--- src/rtl/aes_pkg.sv ---
// Shared types and constants for the AES-128 key-schedule control path.
package aes_pkg;

    localparam int NR_ROUNDS = 10;
    localparam int KEY_W     = 128;

    typedef logic [KEY_W-1:0] key_t;
    typedef logic [3:0]       rnd_idx_t;

    typedef enum logic [1:0] {
        IDLE   = 2'd0,
        EXPAND = 2'd1,
        READY  = 2'd2
    } key_ctrl_state_e;

    localparam rnd_idx_t LAST_RND = rnd_idx_t'(NR_ROUNDS);

endpackage

--- src/rtl/aes_round_key_store.sv ---
// Round-key register file: one write port, one registered read port.
import aes_pkg::*;

module aes_round_key_store (
    input  logic     clk_i,
    input  logic     rst_ni,
    input  logic     we,
    input  rnd_idx_t waddr,
    input  key_t     wdata,
    input  logic     re,
    input  rnd_idx_t raddr,
    output logic     rvalid,
    output key_t     rdata
);

    key_t mem [0:NR_ROUNDS];

    // Storage is deliberately left unreset; the controller gates reads on keys_ready.
    always_ff @(posedge clk_i) begin
        if (we) begin
            mem[waddr] <= wdata;
        end
    end

    always_ff @(posedge clk_i or negedge rst_ni) begin
        if (!rst_ni) begin
            rvalid <= 1'b0;
            rdata  <= '0;
        end else begin
            rvalid <= re;
            if (re) begin
                rdata <= mem[raddr];
            end
        end
    end

endmodule

--- src/rtl/aes_key_ctrl.sv ---
// Sequences key_sch through rounds 0..NR_ROUNDS, captures round keys, serves reads.
// Handshake: a master key transfers on an edge where key_valid_i & key_ready_o are both high.
import aes_pkg::*;

module aes_key_ctrl (
    input  logic            clk_i,
    input  logic            rst_ni,
    input  key_t            key_i,
    input  logic            key_valid_i,
    output logic            key_ready_o,
    output rnd_idx_t        ks_round_nr_o,
    output key_t            ks_master_key_o,
    input  key_t            ks_round_key_i,
    input  logic            rk_req_i,
    input  rnd_idx_t        rk_idx_i,
    output logic            rk_valid_o,
    output key_t            rk_o,
    output logic            rk_err_o,
    output logic            keys_ready_o,
    output logic            expand_done_o,
    output key_ctrl_state_e state_o
);

    key_ctrl_state_e state_q, state_d;
    rnd_idx_t        rnd_q;
    key_t            key_q;
    logic            keys_ready_q;
    logic            expand_done_q;
    logic            rk_err_q;

    logic accept;
    logic expanding;
    logic last_rnd;
    logic rd_ok;

    assign expanding   = (state_q == EXPAND);
    assign key_ready_o = !expanding;
    assign accept      = key_valid_i & key_ready_o;
    assign last_rnd    = expanding && (rnd_q == LAST_RND);
    assign rd_ok       = rk_req_i & keys_ready_q & (rk_idx_i <= LAST_RND);

    // Outside expansion key_sch sees round 0, so it just tracks the master key.
    assign ks_round_nr_o   = expanding ? rnd_q : '0;
    assign ks_master_key_o = key_q;
    assign keys_ready_o    = keys_ready_q;
    assign expand_done_o   = expand_done_q;
    assign rk_err_o        = rk_err_q;
    assign state_o         = state_q;

    always_comb begin
        state_d = state_q;
        case (state_q)
            IDLE, READY: if (accept) state_d = EXPAND;
            EXPAND:      if (rnd_q == LAST_RND) state_d = READY;
            default:     state_d = IDLE;
        endcase
    end

    always_ff @(posedge clk_i or negedge rst_ni) begin
        if (!rst_ni) begin
            state_q <= IDLE;
        end else begin
            state_q <= state_d;
        end
    end

    // rnd_q advances every expansion cycle without stalls; key_sch chains on it.
    always_ff @(posedge clk_i or negedge rst_ni) begin
        if (!rst_ni) begin
            rnd_q         <= '0;
            key_q         <= '0;
            keys_ready_q  <= 1'b0;
            expand_done_q <= 1'b0;
            rk_err_q      <= 1'b0;
        end else begin
            if (accept) begin
                key_q <= key_i;
                rnd_q <= '0;
            end else if (expanding) begin
                rnd_q <= last_rnd ? rnd_idx_t'(0) : rnd_q + rnd_idx_t'(1);
            end

            if (accept) begin
                keys_ready_q <= 1'b0;
            end else if (last_rnd) begin
                keys_ready_q <= 1'b1;
            end

            expand_done_q <= last_rnd;
            rk_err_q      <= rk_req_i & !rd_ok;
        end
    end

    aes_round_key_store u_store (
        .clk_i  (clk_i),
        .rst_ni (rst_ni),
        .we     (expanding),
        .waddr  (rnd_q),
        .wdata  (ks_round_key_i),
        .re     (rd_ok),
        .raddr  (rk_idx_i),
        .rvalid (rk_valid_o),
        .rdata  (rk_o)
    );

endmodule

--- config.mk ---
export PLATFORM = sky130hd
export DESIGN_NAME = aes_key_ctrl
export DESIGN_NICKNAME = d
export VERILOG_FILES = /design/src/rtl/aes_pkg.sv /design/src/rtl/aes_round_key_store.sv /design/src/rtl/aes_key_ctrl.sv
export SDC_FILE = /design/constraint.sdc
export NUM_CORES = 2
export LEC_CHECK = 0
export ABC_AREA = 1
export BUFFER_PORTS_ARGS = -buffer_cell sky130_fd_sc_hd__buf_4
export CORE_MARGIN = 5
export CORE_UTILIZATION = 40
export CTS_BUF_LIST = sky130_fd_sc_hd__clkbuf_2
export CTS_CLUSTER_SIZE = 16
export DETAILED_ROUTE_END_ITERATION = 10
export PLACE_DENSITY = 0.55
export SKIP_CTS_REPAIR_TIMING = 1
export SYNTH_ARGS = -nofsm -noshare
export SYNTH_HDL_FRONTEND = slang
export SYNTH_SLANG_ARGS = --single-unit
export TNS_END_PERCENT = 5
--- constraint.sdc ---
create_clock -name clk_i -period 8.1 [get_ports clk_i]
set_input_delay 0.405 -clock clk_i [delete_from_list [all_inputs] [get_ports clk_i]]
set_output_delay 0.405 -clock clk_i [all_outputs]
set_load 0.05 [all_outputs]
==> results.md <==
* Crit path launch type: input pin
* Vias in the first global route at 45,620
* Core area at 169,100 um^2
* CP Cell Sequence: dlygate4sd3_1, dlygate4sd3_1, buf_6, dlygate4sd3_1, inv_6, o21ai_2, nand2_1, nand2_8, inv_6, buf_4, nor2_1, a21oi_1
* Proportion of layout cells with a drive suffix above 1 at 16.85%
* Leading post-synthesis cells by cell area: edfxtp_1, nand2_1, dfrtp_1
* Hold Crit Class: in2reg
* IO Pins at 531
* Netlist cell types at 23
* Drc violations at 0
* Final HPWL DP at 100,000 um
* Most frequent cells in the layout: nand2_1, edfxtp_1, dlygate4sd3_1, inv_1, nand3_1
* Final net count at 7,936
* DR vias/cell at 4.945
* Cell area after layout at 85,730 um^2
* CP Max Fanout at 78
* Filler cells at 14,990
* H-Tree Depth at 5
* Final setup fails at 0
* Clk root buf: clkbuf_2
* Longest Clk Path Bufs at 4
* Finished Core Util at 50.70%
* Area grow syn2layout at 26.14%
* Combinational share of power at 30.5%
* Max-Cap Viols at 0
* Initial drt markers at 4,287
* Sum of negative setup slack at 0 ns
* Post-DP Area at 73,760 um^2
* Max-slew headroom at 17.66%
* Initial antenna violation count at 23
* CP Data Arrival Time at 6.29 ns
* Total GRT Usage at 21.99%
* Unrepaired setup endpoints after global routing: false
* PortBufs at 530
* Post-route ant nets at 0
* Starting Density at 40.19%
* Fin crit share at 57.98%
* Routed wire length per instance at 21.03 um
* Yosys warnings at 0
* Largest net degree at the start of global routing at 196
* Total number of vias at 50,800
* Worst endpoint required time at 9.70 ns
* Gp weighted congestion at 0.8090
* Max stage delay on crit path at 0.98 ns
* Leak at 0.03685 uW
* CTS buffer count at 451
* Crit end category: register
* Area leader, netlist: edfxtp_1
* CTS tree: yes
* Tmin final at 4.697 ns
* Clk Latency, worst-skew pair at 1.86 ns
* Mapped Nets at 6,445
* Area of the die at 178,300 um^2
* Overflow after GRT at 0
* CTS clock-pin slew for the worst setup and hold paths at 0.12 ns
* Row count at 151
* Routed wire length at 216,000 um
* Global-route wire length before repair at 296,300 um
* Mean Syn Cell Area at 11.00 um^2
* Post-synthesis sequential area ratio at 72.00%
* Slowest-stage cell, CP: buf_4
* Power Dens Cells at 299.5 nW/um^2
* CP Class: in2reg
* Clock sinks at 1,674
* Status: completed
* CP most frequent cell: dlygate4sd3_1
* #FFs+latches synth at 1,674
* Die H at 422.2 um
* Mapped Area at 67,970 um^2
* Pins over their slew limit at 0
* Post-Synthesis Cells at 6,177
* Slew at the pin closest to its max-slew limit at 1.235 ns
* Internal at 15,780 uW
* Net switching power at 9898 uW
* Sw Share at 38.54%
* Clock power frac at 22.8%
* Area fraction of the dominant cell type after synthesis at 62.21%
* Die Wd at 422.2 um
* VDD IR max at 0.2566 mV
* First-pass DRT Iterations at 6
* Sequential share of power at 46.7%
* Fmax at 212.9 MHz
* Most common cell after layout, fill and taps aside: nand2_1
* Final Hold Vio Count at 0
* Clock skew at 0.2030 ns
-- power by group through the flow --
stage,sequential [uW],combinational (uW),clock (uW)
2_1_floorplan,14300,2100,0
3_3_place_gp,12100,6990,0
3_5_place_dp,12200,7040,0
4_1_cts,12000,7050,6020
5_1_grt,12100,8290,6540
6_report,12000,7830,5850
-- routing by layer --
layer	vias up	wire length [um]	share of wire [%]	global-route usage, %
li1	23700	-	-	-
met1	24640	88490	41	28.40
met3	507	13560	6.3	4.757
met2	1942	105800	49	36.19
met4	6	8096	3.7	9.030
met5	-	41	0.019	0
-- area by class of cell --
class / instances / area (um^2) / area share [%]
diodes: 22 / 55.05 / 0.06421
inverters: 785 / 2988 / 3.485
flip-flops and latches: 1674 / 48940 / 57.08
multi-input cells: 3379 / 14450 / 16.85
repair buffers: 1377 / 12550 / 14.63
well taps: 2218 / 2775 / 3.237
clock buffers: 719 / 3598 / 4.197
clock inverters: 98 / 387.9 / 0.4524
-- cell usage after synthesis --
cell type	count
inv_4	1
edfxtp_1	1408
inv_1	781
nand3_1	769
inv_2	3
o21ai_1	18
nand2_1	1809
buf_1	9
buf_4	21
nand4_1	1
xor2_1	1
o21ai_0	115
buf_6	10
a21oi_1	385
clkbuf_1	56
o31ai_1	1
ha_1	4
o21ai_2	1
dfrtp_1	266
buf_2	243
nand2_2	1
o22ai_1	1
nor2_1	273
-- per-stage QoR --
step	hold WS (ns)	std cells	power [uW]	setup WS [ns]
floorplan	0.1094	6177	16430	0.6232
global placement	0.4015	8647	19140	3.584
detailed placement	0.4033	8647	19200	3.556
CTS	-1.816	9464	25040	4.182
global route	-0.008705	10260	26950	3.317
finish	0.1433	10270	25680	3.403
-- state kept, by name (all words and copies together), names as in the netlist --
| register | count |
|---|---|
| ks_master_key_o | 128 |
| state_o | 2 |
| u_store.mem | 1408 |
| rnd_q | 4 |
| u_store.rdata | 128 |
| rk_err_o | 1 |
| expand_done_o | 1 |
| keys_ready_o | 1 |
| u_store.rvalid | 1 |
-- worst paths after layout --
path | depth (start not counted) | from | slack [ns] | endpoint
setup / recovery | 12 | rk_idx_i[2] | 3.40 | u_store.rdata[22]
hold / removal | 3 | ks_round_key_i[115] | 0.14 | u_store.mem[2][115]
setup reg to reg | 9 | state_o[1] | 3.73 | ks_master_key_o[22]
hold reg to reg | 2 | ks_master_key_o[0] | 0.49 | ks_master_key_o[0]
max in group asynchronous | 6 | rst_ni | 6.45 | u_store.rdata[33]
min in group asynchronous | 5 | rst_ni | 0.23 | u_store.rdata[43]
-- worst max-delay path, delay by kind of cell --
kind	cells	cell delay [ns]
buffers and inverters	7	4.68
and+or+nand+nor	3	0.80
AOI/OAI and AO/OA	2	0.25
-- cells by family (layout without fill, tap and decap cells) --
group / count (synthesis) / in the layout / synth area share [%]
simple gates: 2853 / 2853 / 17.18
flops: 1674 / 1674 / 72.00
buf+inv: 1124 / 2979 / 6.885
compound gates: 521 / 521 / 3.848
fa+ha+maj: 4 / 4 / 0.07364
xor+xnor: 1 / 1 / 0.01289
other cells: 0 / 22 / 0
No activity file was read; power rests on OpenSTA's default activity.
